$ cat src/rtl/fir_cnn_seq_ctrl.sv
// fir_cnn_seq_ctrl: loads taps into the 3x3 FIR/CNN core, streams 3-row pixel columns, tags core results.
// Define FIR_CTRL_GRAY_EN to emit the grey average {g,g,g} of each result instead of raw RGB.
module fir_cnn_seq_ctrl #(
  parameter int COL = 320,
  parameter int ROW = 320,
  parameter int ADDR_W = 17,
  parameter int GAP_CYC = 2,
  parameter int SETTLE_CYC = 2
) (
  input  logic              clk,
  input  logic              rst_n,
  input  logic              start,
  input  logic              tap_wr,
  input  logic [3:0]        tap_idx,
  input  logic [7:0]        tap_in,
  output logic              busy,
  output logic              done,
  output logic              rd_req,
  output logic [ADDR_W-1:0] rd_addr0,
  output logic [ADDR_W-1:0] rd_addr1,
  output logic [ADDR_W-1:0] rd_addr2,
  input  logic              rd_gnt,
  input  logic [23:0]       rd_data0,
  input  logic [23:0]       rd_data1,
  input  logic [23:0]       rd_data2,
  output logic              tc_set,
  output logic [23:0]       tc_data,
  output logic              valid_dmac,
  output logic [23:0]       input_data0,
  output logic [23:0]       input_data1,
  output logic [23:0]       input_data2,
  input  logic              valid_core,
  input  logic [23:0]       output_data,
  output logic              out_vld,
  output logic [ADDR_W-1:0] out_addr,
  output logic [23:0]       out_data
);
  localparam int CW = COL > 2 ? $clog2(COL) : 1;
  localparam logic [CW-1:0] C_LAST = CW'(COL - 1);
  localparam logic [ADDR_W-1:0] A_COL = ADDR_W'(COL);
  localparam logic [ADDR_W-1:0] A_COL2 = ADDR_W'(2 * COL);
  localparam logic [ADDR_W-1:0] A_LAST = ADDR_W'((ROW - 2) * COL - 1);
  localparam logic [ADDR_W-1:0] N_OUT = ADDR_W'((ROW - 2) * (COL - 2));
  localparam logic [ADDR_W-1:0] N_LAST = ADDR_W'((ROW - 2) * (COL - 2) - 1);
  localparam logic [7:0] SETTLE_LAST = 8'(SETTLE_CYC - 1);
  localparam logic [7:0] GAP_LAST = 8'(GAP_CYC - 1);

  typedef enum logic [2:0] {IDLE, TAPS, SETTLE, STREAM, GAP, DRAIN, DONE} state_t;
  state_t state;
  logic [7:0] tap [9];
  logic [3:0] tap_cnt;
  logic [7:0] wait_cnt;
  logic [CW-1:0] col;
  logic [ADDR_W-1:0] out_cnt;
  logic take, hit_last;
  logic [23:0] res;

  assign input_data0 = rd_data0;
  assign input_data1 = rd_data1;
  assign input_data2 = rd_data2;
  assign take = rd_req & rd_gnt;
  // a beat accepted this cycle that completes the frame lands together with done
  assign hit_last = out_cnt == N_OUT || (valid_core && out_cnt == N_LAST);

`ifdef FIR_CTRL_GRAY_EN
  logic [9:0] sum;
  logic [7:0] g;
  assign sum = 10'(output_data[23:16]) + 10'(output_data[15:8]) + 10'(output_data[7:0]);
  assign g = 8'(sum / 10'd3);
  assign res = {3{g}};
`else
  assign res = output_data;
`endif

  always_ff @(posedge clk or negedge rst_n) begin
    if (!rst_n) begin
      state <= IDLE;
      busy <= 1'b0;
      done <= 1'b0;
      rd_req <= 1'b0;
      tc_set <= 1'b0;
      tc_data <= '0;
      valid_dmac <= 1'b0;
      rd_addr0 <= '0;
      rd_addr1 <= '0;
      rd_addr2 <= '0;
      out_vld <= 1'b0;
      out_addr <= '0;
      out_data <= '0;
      tap_cnt <= '0;
      wait_cnt <= '0;
      col <= '0;
      out_cnt <= '0;
      for (int i = 0; i < 9; i++) tap[i] <= '0;
    end else begin
      done <= 1'b0;
      valid_dmac <= take;
      out_vld <= busy && valid_core;
      if (busy && valid_core) begin
        out_data <= res;
        out_addr <= out_cnt;
        out_cnt <= out_cnt + 1'b1;
      end
      case (state)
        IDLE: begin
          if (tap_wr && tap_idx < 4'd9) tap[tap_idx] <= tap_in;
          if (start) begin
            state <= TAPS;
            busy <= 1'b1;
            tc_set <= 1'b1;
            tc_data <= {3{tap[0]}};
            tap_cnt <= '0;
            col <= '0;
            out_cnt <= '0;
            rd_addr0 <= '0;
            rd_addr1 <= A_COL;
            rd_addr2 <= A_COL2;
          end
        end
        TAPS: begin
          if (tap_cnt == 4'd8) begin
            state <= SETTLE;
            tc_set <= 1'b0;
            tc_data <= '0;
            wait_cnt <= '0;
          end else begin
            tap_cnt <= tap_cnt + 1'b1;
            tc_data <= {3{tap[tap_cnt + 4'd1]}};
          end
        end
        SETTLE: begin
          if (wait_cnt == SETTLE_LAST) begin
            state <= STREAM;
            rd_req <= 1'b1;
          end else wait_cnt <= wait_cnt + 1'b1;
        end
        STREAM: begin
          // raster order inside the band: one increment walks columns and wraps onto the next row
          if (take) begin
            rd_addr0 <= rd_addr0 + 1'b1;
            rd_addr1 <= rd_addr1 + 1'b1;
            rd_addr2 <= rd_addr2 + 1'b1;
            col <= col == C_LAST ? '0 : col + 1'b1;
            if (col == C_LAST) begin
              rd_req <= 1'b0;
              wait_cnt <= '0;
              state <= rd_addr0 == A_LAST ? DRAIN : GAP;
            end
          end
        end
        GAP: begin
          if (wait_cnt == GAP_LAST) begin
            state <= STREAM;
            rd_req <= 1'b1;
          end else wait_cnt <= wait_cnt + 1'b1;
        end
        DRAIN: begin
          if (hit_last) begin
            state <= DONE;
            done <= 1'b1;
          end
        end
        DONE: begin
          state <= IDLE;
          busy <= 1'b0;
        end
        default: state <= IDLE;
      endcase
    end
  end
endmodule

$ cat config.mk
export PLATFORM = sky130hd
export DESIGN_NAME = fir_cnn_seq_ctrl
export DESIGN_NICKNAME = d
export VERILOG_FILES = /design/src/rtl/fir_cnn_seq_ctrl.sv
export SDC_FILE = /design/constraint.sdc
export NUM_CORES = 1
export LEC_CHECK = 0
export ABC_AREA = 1
export BUFFER_PORTS_ARGS = -buffer_cell sky130_fd_sc_hd__clkbuf_2
export CAP_MARGIN = 20
export CORE_ASPECT_RATIO = 0.9
export CORE_UTILIZATION = 50
export CTS_CLUSTER_SIZE = 12
export DETAILED_ROUTE_END_ITERATION = 8
export HOLD_SLACK_MARGIN = 0.05
export PLACE_DENSITY_LB_ADDON = 0.08
export SYNTH_ARGS = -nofsm -noshare
export SYNTH_HDL_FRONTEND = slang
export SYNTH_SLANG_ARGS = --single-unit
$ cat constraint.sdc
create_clock -name clk -period 5.9 [get_ports clk]
set_input_delay 0.295 -clock clk [delete_from_list [all_inputs] [get_ports clk]]
set_output_delay 0.295 -clock clk [all_outputs]
set_load 0.05 [all_outputs]
After elaboration in Yosys (flattened, before gate mapping)
Cells that the tools add are included.
- eq/ne operators: 20
- order comparisons: 4
- bitwise operators: 3
- div/mod/pow operators: 0
- add/subtract/negate cells: 7
- mux-type cells: 51
- reductions and logical operators: 21
- multipliers: 0
- shifts and indexed selects: 0
- operator list (cell ; number):
    $mux 17 ; 9
    $pmux 17 s2 ; 3
    $bwmux 72 ; 1
    $add 17x1->17 const B ; 4
    $mux 8 ; 7
    $eq 17x17->1 const B ; 3
    $mux 24 ; 2
    $pmux 24 s2 ; 1
    $bmux 8 s4 ; 1
    $demux 8 s4 ; 1
    $mux 9 ; 3
    $pmux 8 s3 ; 1
    $mux 3 ; 6
    $pmux 9 s2 ; 1
    $pmux 3 s5 ; 1
    $ne 2x2->1 const B ; 7
    $ge 5x5->1 const B ; 2
    $not 4->5 ; 2
    $add 9x1->9 const B ; 1
    $eq 3x3->1 const B ; 3
    $eq 9x9->1 const B ; 1
    $reduce_and 3->1 ; 3
    $add 8x1->8 const B ; 1
    $eq 8x1->1 const B ; 1
    other kinds (22) ; 41
- word-level logic and storage cells: 132
- memories kept: 0
- bits in writable memories: 0
- bits in latches: 0
- bits in read-only memories: 0
- output and inout bits: 194
- register bits: 235

Longest topological paths before layout
Gate-level depths: netlist of the first run.
- depth in word-level cells: 7
- depth in mapped cells: 13
- gate-level depth less buffers: 12

Least setup slack after synthesis of the first run
No wires, ideal clock.
- kind: flip-flop to flip-flop
- start: register tap_cnt[0]
- end: register tc_data[15]
- arrival time: 2112 ps
- slack: 3710 ps
- library setup time: 78 ps
- clock period less this slack: 2190 ps
- cell stages (with the launch flop): 14
- data required time: 5822 ps
- cell sequence: dfrtp_1 buf_2 clkinv_1 buf_2 ha_1 buf_2 clkinv_1 clkbuf_1 nand3_1 nand3_1 nand3_1 nand2_1 nand2_1 a21oi_1
- longest elaborated chain between the ends: 7
- RTL lines (item ; line ; text):
    start, declared ; 51 ; logic [3:0] tap_cnt;
    start signal, assigned ; 127 ; tap_cnt <= tap_cnt + 1'b1;
    $add 4x1->4 ; 128 ; tc_data <= {3{tap[tap_cnt + 4'd1]}};
    $not 4->5 (implied by the code) ; 128 ;
    $bmux 8 s4 ; 128 ;
    $mux 8 (implied by the code) (2 in series) ; 128 ;
    $mux 24 * ; 121 ; if (tap_cnt == 4'd8) begin
    $pmux 24 s2 * ; 104 ; case (state)
    end signal, assigned ; 111 ; tc_data <= {3{tap[0]}};
    end signal, assigned ; 128 ;
    end, declared ; 27 ; output logic [23:0] tc_data,
Mark *: on every way between the ends. The rest lies on a longest branch, timed or not. The select of a mux whose other input is x is not followed.
A chain may end at the register's enable or synchronous reset.

Worst setup path after layout of the first run
- start: register tap_cnt[0]
- end: register tc_data[21]
The elaborated chain is that of the path after synthesis.

==> flow_summary.yaml, run 1 <==
critical_path:
  rr_startpoint: "tap_cnt[0]"
  cpMaxStageDelayCell: "dfrtp_1"
  cp_common_cell: "nand2_1"
  worstSetupPathType: "register to register"
  startpoint_type: "register"
  cp_max_fo: 23
  rr_worst_depth: 10
  ff2ff_setup_slack_ns: 2.80
  max_stage_delay_ns: 0.66
  path_cells: "buf_8 -> clkinv_1 -> ha_1 -> clkinv_1 -> nand2_1 -> nor2_1 -> nand3_1 -> nand2_1 -> nand2_1 -> a21oi_1"
  r2r_end: "tc_data[21]"
  required_ns: 6.31
  cp_data_arrival_time_ns: 3.51
  cp-end-kind: "register"
clock_tree:
  cts_setup_buffers: 0
  cts_max_level: 1
  cts_sinks: 219
  cts_root_buf: "clkbuf_16"
  cts_tree: "built"
  postCtsResizedCells: 0
  cts_buffer_depth: 3
  cts.reportedPaths.clkPinSlew_ns: 0.06
  clk_latency_ns: 0.53
  numCtsBuffers: 25
logic_synthesis:
  ys_seq_area_share_pct: 46.3
  syn-mean-instance-area_sq_um: 7.75
  synthArstFlopShare_pct: 100
  syn-cell-area_sq_um: 11800
  synth_seq_cells: 219
  synth-edff-count: 0
  synth_area_leaders: "dfrtp_1 46%, nand2_1 14%, buf_4 5.7%"
  ys.flop_type: "dfrtp_1"
  yosysMostFrequentCell: "nand2_1"
  yosys.area.top_type: "dfrtp_1"
  synth_cells: 1525
  ys_warn_count: 0
  synth_nets: 1649
  synth.top_cell.area_share_pct: 46.3
  yosys-top-cells-count: "454 x nand2_1, 219 x dfrtp_1, 152 x inv_1, 112 x nor2_1, 107 x nand3_1"
  synth.distinct_cells: 48
sta:
  relSlewSlack_pct: 39.8
  worst_pin_slew_ns: 0.897
  hold_slack_ns: 0.165
  fin_tns_setup_ns: 0
  timing.final.ws_setup_ns: 2.80
  setup_viol: 0
  post-route-min-period_ns: 3.10
  rsz0062_at_grt: "false"
  drv_slew: 0
  final.setup_skew_ns: 0.0149
  hold_violations: 0
  fin_crit_sh_pct: 52.6
  fmax_mhz: 322
global_route:
  grt_max_degree: 87
  grt_overflow: 0
  grt_pass1_vias: 9648
  antenna_found_initial: 0
  grt_pass1_wl_um: 49200
  grtUsageTotal_pct: 25.1
layout:
  final_nets: 1749
  final-seq-area_sq_um: 5480
  fillerInstances: 2192
  final_util_pct: 57.3
  stdcell_area_sq_um: 13300
  drive_gt1_share_pct: 15.3
  multi_input_area_sq_um: 4790
  antenna_cells: 0
  area_growth_syn_to_layout_pct: 12.8
status:
  status: "complete, no violations"
floorplan:
  fp.dieH_um: 148
  initial_core_util_pct: 50.8
  core_sq_um: 23300
  die_width_um: 164
  pin_count: 308
  rows: 53
  die-area_sq_um: 24300
pwr:
  p_switching_mw: 3.25
  peakVddDrop_uv: 358
  clkPwrFrac_pct: 23.8
  p_sw_share_pct: 48.2
  combPwrFrac_pct: 43.0
  pwr-share-seq_pct: 33.2
  p_int_mw: 3.50
  cellLeakagePower_nw: 6.72
  p_per_area_nw_per_um2: 505
routing:
  vias: 10100
  detail-route-antenna-nets: 0
  post_drt_wl_per_cell_um: 15.4
  drt_iter0_drc: 831
  wirelength_um: 29900
  firstDrtPassIters: 5
  via_per_inst: 5.19
  drc_errors: 0
placed_design:
  hpwl_um: 20400
  preCtsSetupSlack_ns: 2.49
  place.port_buffers: 163
  gp_congestion: 0.901
  place_area_sq_um: 12100
job:
  drv_cap: 0
worst_hold_path:
  hold_end: "valid_dmac"
  hold_path_depth: 3
  worstHoldStart: "rd_gnt"
  hold_class: "input pin to register"
-- cell type report --
class | instances | share of cell area, %
well taps | 302 | 2.83
multi-input cells | 1013 | 35.9
clock inverters | 10 | 0.966
inverters | 162 | 4.63
flip-flops and latches | 219 | 41.1
clock buffers | 34 | 5.39
repair buffers | 204 | 9.19
-- power by group through the flow --
| stage | clock [mW] | sequential [mW] | combinational (mW) |
|---|---|---|---|
| global placement | 0 | 2.27 | 2.84 |
| detailed placement | 0 | 2.27 | 2.87 |
| finish | 1.60 | 2.24 | 2.90 |
| floorplan | 0 | 3.03 | 1.59 |
| global route | 1.71 | 2.29 | 3.18 |
| CTS | 1.64 | 2.25 | 2.89 |
-- cells in the final DEF, fill, tap and decap left out, types with 4 or more instances in the layout --
cell and count:
clkbuf_8 6, o21ai_0 102, nor2_1 112, nor4_4 4, buf_4 6, nand2_1 454, dlygate4sd3_1 34, inv_1 152
ha_1 10, clkinv_2 6, nand3_1 107, a21oi_1 38, clkbuf_16 25, nand4_1 36, dfrtp_1 219, inv_2 5
clkbuf_2 162, xor2_1 14, nor3_1 39, nand2_4 8, o21ai_1 49
-- sequential cells by signal, indices dropped and copies added (netlist names), 4 cells and up --
name and flops:
tc_data 8, rd_addr2 17, rd_addr0 17, tap_cnt 4, out_data 24, tap 72
wait_cnt 8, rd_addr1 17, out_cnt 17, out_addr 17, col 9
-- worst max-delay path by stage --
stage,start,endpoint,slack (ns),cells after the start
after CTS,tap_cnt[0],tc_data[21],2.48,9
after global routing,tap_cnt[0],tc_data[18],2.50,10
after detailed placement,tap_cnt[0],tc_data[21],2.49,9
after global placement,tap_cnt[0],tc_data[17],2.58,9
final,tap_cnt[0],tc_data[21],2.80,10
after floorplan,tap_cnt[0],tc_data[15],3.71,13
-- routing by layer --
metal | part of all wire (%) | GRT usage (%) | vias to the layer above
li1 | - | - | 5008
met1 | 48 | 37.0 | 4699
met2 | 43 | 38.2 | 319
met3 | 6.2 | 3.93 | 57
met4 | 2.4 | 6.81 | 0
met5 | 0 | 0 | -
-- per-stage QoR --
stage	instances	total power [mW]
floorplan	1525	4.62
global placement	1865	5.10
detailed placement	1865	5.13
CTS	1943	6.78
global route	1944	7.18
finish	1944	6.75
-- cells by family after synthesis --
group           after synthesis  synth area share, %
flops                       219                 46.3
xor+xnor                     18                 1.40
simple gates                781                 29.1
fa+ha+maj                    10                 1.06
compound gates              204                 8.96
buf+inv                     293                 13.1
-- critical path: cells and delay by family, from the launching register on --
family | cells | cell delay (ns)
adder cells (fa/ha/maj) | 1 | 0.66
AND/OR/NAND/NOR | 5 | 0.63
buffers and inverters | 3 | 0.97
flip-flops | 1 | 0.66
AO/OA/AOI/OAI | 1 | 0.07
-- repair_timing --
item,in CTS,in global routing
hold buffers,34,0
endpoints found under the hold margin,125,0
setup endpoints to repair,0,0
Note: power is estimated with default switching activity, not from simulation.
==> inputs of run 2 (changes only) <==
==> constraint.sdc (replaced) <==
create_clock -name clk -period 3.19 [get_ports clk]
set_input_delay 0.1595 -clock clk [delete_from_list [all_inputs] [get_ports clk]]
set_output_delay 0.1595 -clock clk [all_outputs]
set_load 0.05 [all_outputs]
==> flow_summary.yaml, run 2 (synthesized netlist as in run 1, its figures left out) <==
layout:
  mostFrequentLayoutCells: "454 x nand2_1, 219 x dfrtp_1, 162 x clkbuf_2"
  top_register: "tap"
  largest_register_ffs: 72
  area_growth_syn_to_layout_pct: 13.4
  reg_top3: "tap x72, out_data x24"
  final_nets: 1754
  mostFrequentLayoutCell: "nand2_1"
  final-seq-area_sq_um: 5480
  multi_input_area_sq_um: 4790
  drive_gt1_share_pct: 15.4
  antenna_cells: 0
  fillerInstances: 2164
sta:
  post-route-min-period_ns: 2.37
  drv_slew: 0
  final.setup_skew_ns: 0.0124
  fmax_mhz: 422
  rsz0062_at_grt: "false"
  setup_viol: 0
  hold_violations: 0
  timing.final.ws_setup_ns: 0.818
  worst_pin_slew_ns: 0.860
  fin_tns_setup_ns: 0
  fin_crit_sh_pct: 74.4
  relSlewSlack_pct: 42.3
critical_path:
  cp_data_arrival_time_ns: 2.77
  startpoint_type: "register"
  cp_max_fo: 48
  worstSetupPathType: "register to register"
  required_ns: 3.59
  rr_worst_depth: 10
  cp-end-kind: "register"
routing:
  vias: 10200
  firstDrtPassIters: 6
  post_drt_wl_per_cell_um: 15.5
  detail-route-antenna-nets: 0
  top_layer: "met4"
  wirelength_um: 30300
  drt-met1-wl_um: 14500
  via_per_inst: 5.21
  drc_errors: 0
  wl_met2_um: 13000
  drt_iter0_drc: 781
  wl_met3_um: 2030
floorplan:
  pin_count: 308
  rows: 53
  die-area_sq_um: 24300
  core_sq_um: 23300
  fp.dieH_um: 148
  initial_core_util_pct: 50.8
  die_width_um: 164
clock_tree:
  cts.reportedPaths.clkPinSlew_ns: 0.06
  numCtsBuffers: 25
  cts_root_buf: "clkbuf_16"
  cts_tree: "built"
  clk_latency_ns: 0.52
  cts_max_level: 1
  cts_buffer_depth: 3
  cts_sinks: 219
placed_design:
  place.port_buffers: 163
  hpwl_um: 20700
  gp_congestion: 0.897
  preCtsSetupSlack_ns: 0.851
global_route:
  grt_pass1_vias: 9275
  grt_overflow: 0
  grt_max_degree: 89
  grt_pass1_wl_um: 48700
  antenna_found_initial: 0
  grtUsageTotal_pct: 25.2
worst_hold_path:
  hold_path_depth: 4
  hold_class: "input pin to register"
pwr:
  peakVddDrop_uv: 737
  p_per_area_nw_per_um2: 933
  cellLeakagePower_nw: 6.75
job:
  drv_cap: 0
status:
  status: "complete, no violations"
-- run 2: cell count changes in the layout (fill, tap and decap cells not counted), sizes merged --
cell         delta
clkbuf          +2
inv             -1
dlygate4sd3     +1
clkinv          -1
buf             +4
-- run 2: final cells by class --
cell class / count / area share, %
clock inverters: 8 / 0.859
inverters: 162 / 4.61
flip-flops and latches: 219 / 40.9
multi-input cells: 1013 / 35.8
clock buffers: 36 / 5.50
repair buffers: 209 / 9.58
well taps: 302 / 2.82
-- run 2: path summary, 6_finish.rpt --
kind	start	to	slack [ns]
setup / recovery	state[2]	rd_addr2[12]	0.82
hold / removal	valid_core	out_cnt[14]	0.07
hold reg to reg	out_data[15]	out_data[15]	0.48
setup reg to reg	state[2]	rd_addr2[12]	0.82
max in group asynchronous	rst_n	rd_addr2[12]	2.05
min in group asynchronous	rst_n	out_addr[8]	0.24
-- run 2: critical path, cell delays in order (launching register included) --
cell and delay (ns):
dfrtp_1 0.42, inv_1 0.15, nand3_4 0.17, clkinv_4 0.25
nand2_4 0.11, nand2_4 0.39, inv_4 0.22, nor2_2 0.20
nand2_1 0.09, o21ai_0 0.16, nor2_1 0.05
-- run 2: per-layer routing --
metal | up-vias | GRT usage [%]
met5 | - | 0
met4 | 0 | 7.69
met3 | 63 | 4.07
met2 | 359 | 38.0
met1 | 4712 | 37.0
li1 | 5029 | -
-- run 2: through the flow --
stage	cells	utilization, %	hold WS (ns)	cell area [sq um]	total power, mW
global route	1949	57.6	0.0836	13400	13.3
floorplan	1525	-	-0.136	11800	8.55
finish	1949	57.6	0.0672	13400	12.5
detailed placement	1870	52.4	0.222	12200	9.54
CTS	1949	57.6	0.0508	13400	12.6
global placement	1870	52.4	0.237	12200	9.53
-- run 2: power breakdown --
part	total (mW)	switching [mW]	internal, mW
clock	2.95	1.11	1.84
combinational	5.42	4.17	1.25
sequential	4.14	0.708	3.43
total	12.5	5.99	6.51
-- run 2: timing repair --
item / in CTS / in global routing
buffers inserted: 0 / 0
hold buffers: 35 / 0
resized for setup: 0 / 0
hold endpoints to repair: 127 / 0
==> inputs of run 3 (changes only) <==
--- a/config.mk
+++ b/config.mk
@@ -5,7 +5,7 @@
 export SDC_FILE = /design/constraint.sdc
 export NUM_CORES = 1
 export LEC_CHECK = 0
-export ABC_AREA = 1
+export ABC_AREA = 0
 export BUFFER_PORTS_ARGS = -buffer_cell sky130_fd_sc_hd__clkbuf_2
 export CAP_MARGIN = 20
 export CORE_ASPECT_RATIO = 0.9
==> constraint.sdc (replaced) <==
create_clock -name clk -period 2.45 [get_ports clk]
set_input_delay 0.1225 -clock clk [delete_from_list [all_inputs] [get_ports clk]]
set_output_delay 0.1225 -clock clk [all_outputs]
set_load 0.05 [all_outputs]
==> flow_summary.yaml, run 3 <==
global_route:
  grt_pass1_wl_um: 41400
  antenna_found_initial: 0
  use_met2_pct: 36.1
  grt_overflow: 0
  grtUsageTotal_pct: 23.3
  grt_use_met1_pct: 33.3
  busiest_layer: "met2"
  grt_max_degree: 73
  grt_pass1_vias: 7517
  gr-usage-met3_pct: 3.10
clock_tree:
  cts_sinks: 219
  cts_buffer_depth: 3
  cts.reportedPaths.clkPinSlew_ns: 0.06
  numCtsBuffers: 25
  cts_max_level: 1
  clk_latency_ns: 0.52
  cts_tree: "built"
  cts_root_buf: "clkbuf_16"
routing:
  detail-route-antenna-nets: 0
  drt_iter0_drc: 515
  via_per_inst: 5.38
  post_drt_wl_per_cell_um: 17.3
  vias: 8164
  wirelength_um: 26200
  drc_errors: 0
  firstDrtPassIters: 5
sta:
  rsz0062_at_grt: "false"
  post-route-min-period_ns: 2.27
  relSlewSlack_pct: 40.5
  fin_tns_setup_ns: 0
  fin_crit_sh_pct: 92.5
  hold_violations: 0
  final.setup_skew_ns: 0.0103
  setup_viol: 0
  fmax_mhz: 441
  worst_pin_slew_ns: 0.890
  drv_slew: 0
critical_path:
  worstSetupPathType: "register to register"
  cp_common_cell: "buf_4"
  crit_family: "simple AND/OR/NAND/NOR gates"
  crit_buf_inv: 3
  cp_data_arrival_time_ns: 2.67
  max_stage_delay_ns: 0.41
  cpMaxStageDelayCell: "dfrtp_1"
  cp-end-kind: "register"
  required_ns: 2.85
  cp_max_fo: 8
  startpoint_type: "register"
  path_cells: "buf_4 -> nor4b_2 -> buf_4 -> nand2b_1 -> nor4b_4 -> buf_12 -> mux2_2"
logic_synthesis:
  syn-mean-instance-area_sq_um: 10.4
  yosys-top-cells-count: "219 x dfrtp_1, 177 x nand2_1, 88 x buf_4, 87 x nor2_1, 80 x mux2_2"
  synth-edff-count: 0
  synthArstFlopShare_pct: 100
  synth_nets: 1188
  synth.distinct_cells: 59
  synth.top_cell.area_share_pct: 49.7
  synth_area_leaders: "dfrtp_1 50%, mux2_2 8.2%, nand2_1 6.0%"
  ys_seq_area_share_pct: 49.7
  yosys.area.top_type: "dfrtp_1"
  yosysMostFrequentCell: "dfrtp_1"
  ys.flop_type: "dfrtp_1"
  synth_cells: 1064
  syn-cell-area_sq_um: 11000
  ys_warn_count: 0
  synth_seq_cells: 219
placed_design:
  hpwl_um: 18100
  dp_cells: 1435
  place.port_buffers: 163
  gp_congestion: 0.822
  place_area_sq_um: 11800
layout:
  antenna_cells: 0
  mostFrequentLayoutCell: "dfrtp_1"
  drive_gt1_share_pct: 29.1
  reg_top3: "tap x72, out_data x24"
  mostFrequentLayoutCells: "219 x dfrtp_1, 177 x nand2_1, 162 x clkbuf_2"
  final_util_pct: 59.8
  area_growth_syn_to_layout_pct: 17.3
  final_nets: 1334
  stdcell_area_sq_um: 12900
  top_register: "tap"
  fillerInstances: 1879
  instances_no_fill: 1518
  largest_register_ffs: 72
floorplan:
  fp.dieH_um: 143
  initial_core_util_pct: 51.0
  core_sq_um: 21600
  rows: 51
  pin_count: 308
  die_width_um: 159
  die-area_sq_um: 22600
status:
  status: "complete, no violations"
worst_hold_path:
  hold_class: "input pin to async pin"
pwr:
  cellLeakagePower_nw: 6.43
  peakVddDrop_uv: 596
  p_per_area_nw_per_um2: 637
job:
  drv_cap: 0
-- run 3: cell count changes after synthesis, sizes merged, moves of 21 or more --
cell / change
mux2: +80
buf: -22
o21ai: -114
nand2: -287
inv: -141
nand4: -23
nor3: -21
nand3: -78
nor2: -29
-- run 3: area by class of cell --
cell class	count	area [sq um]	share of cell area [%]
Sequential cell	219	5480	42.4
Multi-Input combinational cell	699	4670	36.1
Timing Repair Buffer	247	1600	12.4
Clock buffer	35	703	5.44
Tap cell	291	364	2.82
Inverter	18	67.6	0.523
Clock inverter	9	48.8	0.378
-- run 3: final timing paths --
path                              start            to  slack [ns]  cells past startpoint
max                            state[1]        tap[2]        0.18                      7
min                               rst_n   out_addr[7]        0.16                      2
max reg2reg                    state[1]        tap[2]        0.18                      7
min reg2reg                out_addr[13]  out_addr[13]        0.47                      2
max in group asynchronous         rst_n   rd_addr2[2]        1.54                      3
min in group clk             tap_idx[0]        tap[9]        0.16                      4
-- run 3: cell families (layout without fill, tap and decap cells) --
logic type | count (synthesis) | count (layout) | synth area share [%]
muxes | 99 | 99 | 11.7
DFF | 219 | 219 | 49.7
xor gates and xnor gates | 50 | 50 | 3.97
adders and majority gates | 10 | 10 | 1.14
AOI/OAI and AO/OA | 113 | 113 | 6.60
and+or+nand+nor | 427 | 427 | 18.8
buffers and inverters | 146 | 309 | 8.03
-- run 3: repair_timing --
| action | CTS | global route |
|---|---|---|
| resized for setup | 0 | 0 |
| endpoints found under the hold margin | 230 | 0 |
| hold buffers | 36 | 0 |
| endpoints found under the setup margin | 0 | 1 |
| buffers inserted | 0 | 3 |
-- run 3: through the flow --
stage | total power [mW] | hold slack (ns) | worst slack [ns]
2_1_floorplan | 4.82 | -0.173 | 0.0582
3_3_place_gp | 4.82 | 0.140 | 0.212
3_5_place_dp | 4.83 | 0.133 | 0.198
4_1_cts | 8.35 | 0.143 | 0.184
5_1_grt | 8.58 | 0.171 | 0.0907
6_report | 8.23 | 0.160 | 0.185
-- run 3: where the power goes --
part           internal (mW)  total, mW  switching [mW]  leakage, nW
registers               3.77       3.90           0.128         2.88
logic                  0.257      0.900           0.643         3.17
clock network           1.99       3.43            1.44        0.380
-- run 3: routing by layer --
| metal | vias up | part of all wire [%] | wire (um) |
|---|---|---|---|
| li1 | 3929 | - | - |
| met3 | 72 | 3.8 | 1010 |
| met5 | - | 0 | 0 |
| met1 | 3988 | 46 | 12200 |
| met2 | 175 | 46 | 12100 |
| met4 | 0 | 3.6 | 937 |
